**src/rtl/mult_seq_ctrl.sv**
```systemverilog
// Sequential shift-and-add multiplier controller: one WIDTH-bit ripple adder
// is reused over WIDTH cycles to build a 2*WIDTH-bit unsigned product.

module mult_fa (
    input  logic x,
    input  logic y,
    input  logic ci,
    output logic s,
    output logic co
);
    assign s  = x ^ y ^ ci;
    assign co = (x & y) | (ci & (x ^ y));
endmodule

module mult_ripple_add #(
    parameter int WIDTH = 16
) (
    input  logic [WIDTH-1:0] x,
    input  logic [WIDTH-1:0] y,
    output logic [WIDTH:0]   sum
);
    logic [WIDTH:0]   c;
    logic [WIDTH-1:0] s;

    assign c[0] = 1'b0;

    for (genvar i = 0; i < WIDTH; i++) begin : g_bit
        mult_fa u_fa (
            .x  (x[i]),
            .y  (y[i]),
            .ci (c[i]),
            .s  (s[i]),
            .co (c[i+1])
        );
    end

    // Carry-out is kept as the top sum bit so the shift never loses it.
    assign sum = {c[WIDTH], s};
endmodule

module mult_seq_ctrl #(
    parameter int WIDTH = 16
) (
    input  logic               clk,
    input  logic               rst,
    input  logic               start,
    input  logic [WIDTH-1:0]   a,
    input  logic [WIDTH-1:0]   b,
    output logic               ready,
    output logic               busy,
    output logic               done,
    input  logic               ack,
    output logic [2*WIDTH-1:0] product
);
    localparam int CW = $clog2(WIDTH);

    typedef enum logic [1:0] {
        IDLE = 2'd0,
        RUN  = 2'd1,
        DONE = 2'd2
    } state_t;

    state_t           state, state_nxt;
    logic [WIDTH-1:0] mcand;
    logic [WIDTH-1:0] mplier;
    logic [WIDTH-1:0] hi;
    logic [CW-1:0]    cnt;
    logic [WIDTH-1:0] addend;
    logic [WIDTH:0]   sum;
    logic             last;

    assign addend = mplier[0] ? mcand : '0;
    assign last   = (cnt == CW'(WIDTH - 1));

    mult_ripple_add #(.WIDTH(WIDTH)) u_add (
        .x   (hi),
        .y   (addend),
        .sum (sum)
    );

    always_ff @(posedge clk) begin
        if (rst) state <= IDLE;
        else     state <= state_nxt;
    end

    always_comb begin
        state_nxt = state;
        ready     = 1'b0;
        busy      = 1'b0;
        done      = 1'b0;
        case (state)
            IDLE: begin
                ready = 1'b1;
                if (start) state_nxt = RUN;
            end
            RUN: begin
                busy = 1'b1;
                if (last) state_nxt = DONE;
            end
            DONE: begin
                done = 1'b1;
                if (ack) state_nxt = IDLE;
            end
            default: state_nxt = IDLE;
        endcase
    end

    always_ff @(posedge clk) begin
        if (rst) begin
            mcand   <= '0;
            mplier  <= '0;
            hi      <= '0;
            cnt     <= '0;
            product <= '0;
        end else begin
            case (state)
                IDLE: begin
                    if (start) begin
                        mcand  <= a;
                        mplier <= b;
                        hi     <= '0;
                        cnt    <= '0;
                    end
                end
                RUN: begin
                    // Right shift of {carry, hi, mplier}; product bits fill mplier from the top.
                    {hi, mplier} <= {sum, mplier[WIDTH-1:1]};
                    cnt          <= cnt + 1'b1;
                    if (last) product <= {sum, mplier[WIDTH-1:1]};
                end
                default: ;
            endcase
        end
    end
endmodule
```
**config.mk**
```make
export PLATFORM = sky130hd
export DESIGN_NAME = mult_seq_ctrl
export DESIGN_NICKNAME = d
export VERILOG_FILES = /design/src/rtl/mult_seq_ctrl.sv
export SDC_FILE = /design/constraint.sdc
export NUM_CORES = 1
export LEC_CHECK = 0
export ABC_AREA = 1
export ABC_CLOCK_PERIOD_IN_PS = 10600
export CAP_MARGIN = 5
export CORE_ASPECT_RATIO = 0.8
export CORE_MARGIN = 1.5
export CORE_UTILIZATION = 38
export CTS_CLUSTER_DIAMETER = 200
export DETAILED_ROUTE_END_ITERATION = 7
export HOLD_SLACK_MARGIN = 0.12
export PLACE_DENSITY = 0.65
export SETUP_SLACK_MARGIN = 0.4
export SYNTH_ARGS = -nofsm -noshare
export SYNTH_HDL_FRONTEND = slang
export SYNTH_SLANG_ARGS = --single-unit
```
**constraint.sdc**
```tcl
create_clock -name clk -period 10.6 [get_ports clk]
set_input_delay 1.59 -clock clk [delete_from_list [all_inputs] [get_ports clk]]
set_output_delay 1.59 -clock clk [all_outputs]
set_load 0.03 [all_outputs]
```
After elaboration in Yosys (flattened, before gate mapping)
Cells that the tools add are included.
Widths: inputs -> output; s select.
- register bits after elaboration: 86
- input bits: 36
- $add $sub $neg: 1
- equality and inequality tests: 6
- mux-type cells: 14
- bitwise operators: 77
- reductions and logical operators: 6
- operator list (cell ; number):
    $pmux 16 s2 ; 2
    $mux 16 ; 3
    $and 1x1->1 ; 31
    $xor 1x1->1 ; 31
    $or 1x1->1 ; 15
    $pmux 4 s2 ; 1
    $mux 2 ; 3
    $ne 2x2->1 const B ; 3
    $pmux 2 s3 ; 1
    $reduce_and 2->1 ; 3
    $add 4x1->4 const B ; 1
    $eq 4x4->1 const B ; 1
    $mux 4 ; 1
    $mux 1 ; 3
    $reduce_and 3->1 ; 1
    $eq 2x1->1 const B ; 1
    $eq 2x2->1 const B ; 1
    $logic_not 2->1 ; 1
    $reduce_bool 2->1 ; 1

Longest topological paths before layout
- word-level depth: 33
- gate-level depth with buffers: 23

By module
From an unflattened synthesis, not the netlist that was laid out.
- cell total of the unflattened synthesis: 576
- area, all modules: 3966.3 um^2
- modules (own cells, without submodules) (module ; times used ; cells an instance ; area an instance (um^2) ; sequential area each (um^2)):
    mult_seq_ctrl ; 1 ; 558 ; 3634.7 ; 1721.7
    mult_fa ; 16 ; 1 ; 20.0 ; 0.0
    mult_ripple_add ; 1 ; 2 ; 11.3 ; 0.0

Least setup slack after synthesis
No wires, ideal clock.
- kind: register to register
- from: reg mplier[0]
- to: reg hi[15]
- library setup time: 70 ps
- arrival time: 7590 ps
- data required time: 10530 ps
- slack: 2939 ps
- cell stages (with the launch flop): 21
- clock period less this slack: 7661 ps
- path through: dfxtp_1 -> clkbuf_1 -> clkbuf_1 -> nand2_1 -> fa_1 -> fa_1 -> fa_1 -> fa_1 -> fa_1 -> fa_1 -> fa_1 -> fa_1 -> fa_1 -> fa_1 -> fa_1 -> fa_1 -> fa_1 -> fa_1 -> fa_1 -> or2_2 -> a21oi_1
- cells in the longest elaborated chain, start to end: 33
- elaborated cells on any way between the ends: 63
- classes of those cells: mux: 2; bitwise: 61
- RTL lines (what ; RTL line ; source):
    from (decl) ; 65 ; logic [WIDTH-1:0] mplier;
    from (signal assigned) ; 127 ; {hi, mplier} <= {sum, mplier[WIDTH-1:1]};
    $mux 16 * ; 72 ; assign addend = mplier[0] ? mcand : '0;
    $and 1x1->1 or $xor 1x1->1 (tied branches) ; 12 ; assign co = (x & y) | (ci & (x ^ y));
    $and 1x1->1 ; 12 ;
    $or 1x1->1 ; 12 ;
    $and 1x1->1 ; 12 ;
    $or 1x1->1 ; 12 ;
    $and 1x1->1 ; 12 ;
    $or 1x1->1 ; 12 ;
    [... 17 more ...] ; - ;
    $or 1x1->1 ; 12 ;
    $and 1x1->1 ; 12 ;
    $or 1x1->1 ; 12 ;
    $and 1x1->1 ; 12 ;
    $or 1x1->1 ; 12 ;
    $and 1x1->1 ; 12 ;
    $or 1x1->1 * ; 12 ;
    $pmux 16 s2 * ; 116 ; case (state)
    to (signal assigned) ; 127 ;
    to (decl) ; 66 ; logic [WIDTH-1:0] hi;
Mark *: on every way between the ends. The rest lies on a longest branch, timed or not.
A chain may end at the register's enable or synchronous reset.

Worst setup path after layout
Ends and elaborated chain as after synthesis.

==> flow_summary.toml <==
[clock_tree]
cts_made_buffers = 9
clock_sinks = 86
cts_resized = 0
cts_tree = "built"
cts_root_buf = "clkbuf_16"
clkTransAtPathRegs_ns = 0.06
cts_max_path_buffers = 2
insertion_delay_ns = 0.33
htree_levels = 3
ctsHoldBuffers = 0
cts_setup_buffers = 0

[logic_synthesis]
avgSynthCellArea_sq_um = 7.01
yosysMostFrequentCell = "nand2_1"
synth_top_family_by_area = "simple AND/OR/NAND/NOR gates"
ys_types = 20
synth_mux_area_share_pct = 0
ys_seq_elements = 86
synth_top_cells_by_area = "dfxtp_1, nand2_1, nor2_1"
synth_top_cell_area_share_pct = 44.0
yosysWarnings = 0
synth_edf_count = 0
yosys.area.top_type = "dfxtp_1"
ys.flop_type = "dfxtp_1"
synth_seq_area_share_pct = 44.0
syn-num-nets = 612
synth_commonest_cells = "nand2_1, nor2_1, dfxtp_1, inv_1, a21oi_1"
yosys.area_share.simple_pct = 35.0
synthesis.area_sq_um = 3920
async_flop_share_pct = 0
synth_fa_ha_area_share_pct = 8.31
syn_inst = 559
synth-compound-area-share_pct = 4.95
synth_xor_area_share_pct = 0

[sta]
rsz0062_at_grt = "no"
skew_ns = 0.00591
slew_headroom_pct = 16.8
worst_slew_pin_slew_ns = 1.24
fin_crit_sh_pct = 75.0
max_freq_ghz = 0.126
period_needed_ns = 7.95
setup_viol = 0
fin_tns_setup_ns = 0
maxSlewViolCount = 0
hold_viol = 0

[detailed_routing]
wire_per_inst_um = 11.2
wl_um = 8420
drc = 0
routed_via_density = 4.42
drtAntennaViolNets = 0
first_pass_iters = 4
vias = 3318
drt_iter0_markers = 182

[die]
rows = 32
start_util_pct = 39.8
core_area_sq_um = 9850
dieArea_sq_um = 10900
io_pins = 71
die_w_um = 117
die_h_um = 93.8

[critical_path]
path_common_cell = "fa_1"
cp-end-kind = "flip-flop"
slowest_delay_ns = 0.62
critPathKind = "flip-flop to flip-flop"
required_ns = 10.84
worstPathArrival_ns = 8.19
cp_max_fo = 17
cp_cell_sequence = "nand2_1 -> inv_1 -> ha_1 -> inv_1 -> fa_1 -> fa_1 -> fa_1 -> fa_1 -> fa_1 -> fa_1 -> fa_1 -> fa_1 -> fa_1 -> fa_1 -> fa_1 -> fa_1 -> fa_1 -> fa_1 -> fa_1 -> or2_2 -> a21oi_1"
crit_buf_inv = 2
critPathLaunchType = "flip-flop"
slowest_stage = "dfxtp_1"
path_delay_family = "adder cells"

[layout]
antenna_cells = 0
area_growth_syn_to_layout_pct = 27.4
drive_gt1_share_pct = 4.89
nFillCells = 1014
fin_nets = 662

[status]
outcome = "completed"

[power]
ir_drop_uv = 99.7
power.density_nw_per_um2 = 152
total_power_mw = 0.759
leakage_nw = 1.91

[place]
place.gp.congestion = 0.826
port_buffers = 70
dp_hpwl_um = 5660

[global_routing]
antenna_found_initial = 0
grt_max_degree = 67
first_global_vias = 3076
overflow = 0
grt_pass1_wl_um = 14200
use_met2_pct = 25.7
track_usage_pct = 16.6
busiest_layer = "met2"
grtUsageMet1_pct = 23.3
grt_use_met3_pct = 4.26

[min_path]
hold_path.class = "flip-flop to flip-flop"

[job]
max_cap_violations = 0
-- through the flow --
stage               cells  utilization [%]  hold slack (ns)  instance area, sq um  setup WS, ns
floorplan             559                -            0.444                  3920          2.94
global placement      734             47.3            0.453                  4660          2.75
detailed placement    734             47.3            0.461                  4660          2.68
CTS                   750             50.7            0.471                  4990          2.59
global route          750             50.7            0.478                  4990          2.28
finish                750             50.7            0.470                  4990          2.65
-- state kept, by name, indices dropped and copies added (netlist names) --
register  flops
cnt           4
hi           16
mcand        16
mplier       16
product      32
state         2
-- cells by family after synthesis --
logic type | Yosys count
buffers and inverters | 72
flip-flops | 86
AO/OA/AOI/OAI | 38
adder cells (fa/ha/maj) | 17
AND/OR/NAND/NOR | 346
-- worst reg2reg max path: cells and delay by family, from the launching register on --
kind,cells,cell delay [ns]
flip-flops,1,0.62
AND/OR/NAND/NOR,2,0.40
adder cells (fa/ha/maj),16,6.61
AO/OA/AOI/OAI,1,0.12
buffers and inverters,2,0.13
-- worst paths after layout --
check	depth (start not counted)	startpoint	endpoint	slack, ns
setup / recovery	21	mplier[0]$_SDFFE_PP0P_	hi[15]$_SDFFE_PP0P_	2.65
hold / removal	2	hi[6]$_SDFFE_PP0P_	hi[6]$_SDFFE_PP0P_	0.47
setup reg to reg	21	mplier[0]$_SDFFE_PP0P_	hi[15]$_SDFFE_PP0P_	2.65
hold reg to reg	2	hi[6]$_SDFFE_PP0P_	hi[6]$_SDFFE_PP0P_	0.47
-- final cells by class --
| type | count | area [sq um] | share of cell area, % |
|---|---|---|---|
| Clock buffer | 11 | 253 | 5.06 |
| Multi-Input combinational cell | 401 | 1910 | 38.2 |
| Sequential cell | 86 | 1720 | 34.5 |
| Timing Repair Buffer | 71 | 708 | 14.2 |
| Tap cell | 136 | 170 | 3.41 |
| Clock inverter | 5 | 81.3 | 1.63 |
| Inverter | 40 | 150 | 3.01 |
-- cells in the final DEF, fill, tap and decap left out, types with 5 or more instances in the layout --
cell,netlist,final
or2_2,5,5
nand2_1,171,171
clkdlybuf4s50_1,0,70
fa_1,15,15
nand3_1,18,18
dfxtp_1,86,86
inv_1,39,38
or2_1,11,11
clkbuf_16,0,9
o21ai_0,17,17
a21oi_1,20,20
nor2_1,136,135
-- where the power goes --
group	switching (mW)	internal, mW	total (mW)	leakage (nW)
logic	0.0408	0.0303	0.0711	1.05
clock network	0.123	0.219	0.342	0.162
registers	0.0103	0.336	0.346	0.701
-- routing by layer --
layer / part of all wire, % / wire length [um]
met5: 0 / 0
met4: 0.48 / 40
met3: 4.6 / 386
met2: 42 / 3570
met1: 52 / 4420
Power figures use the tool's default switching activity.
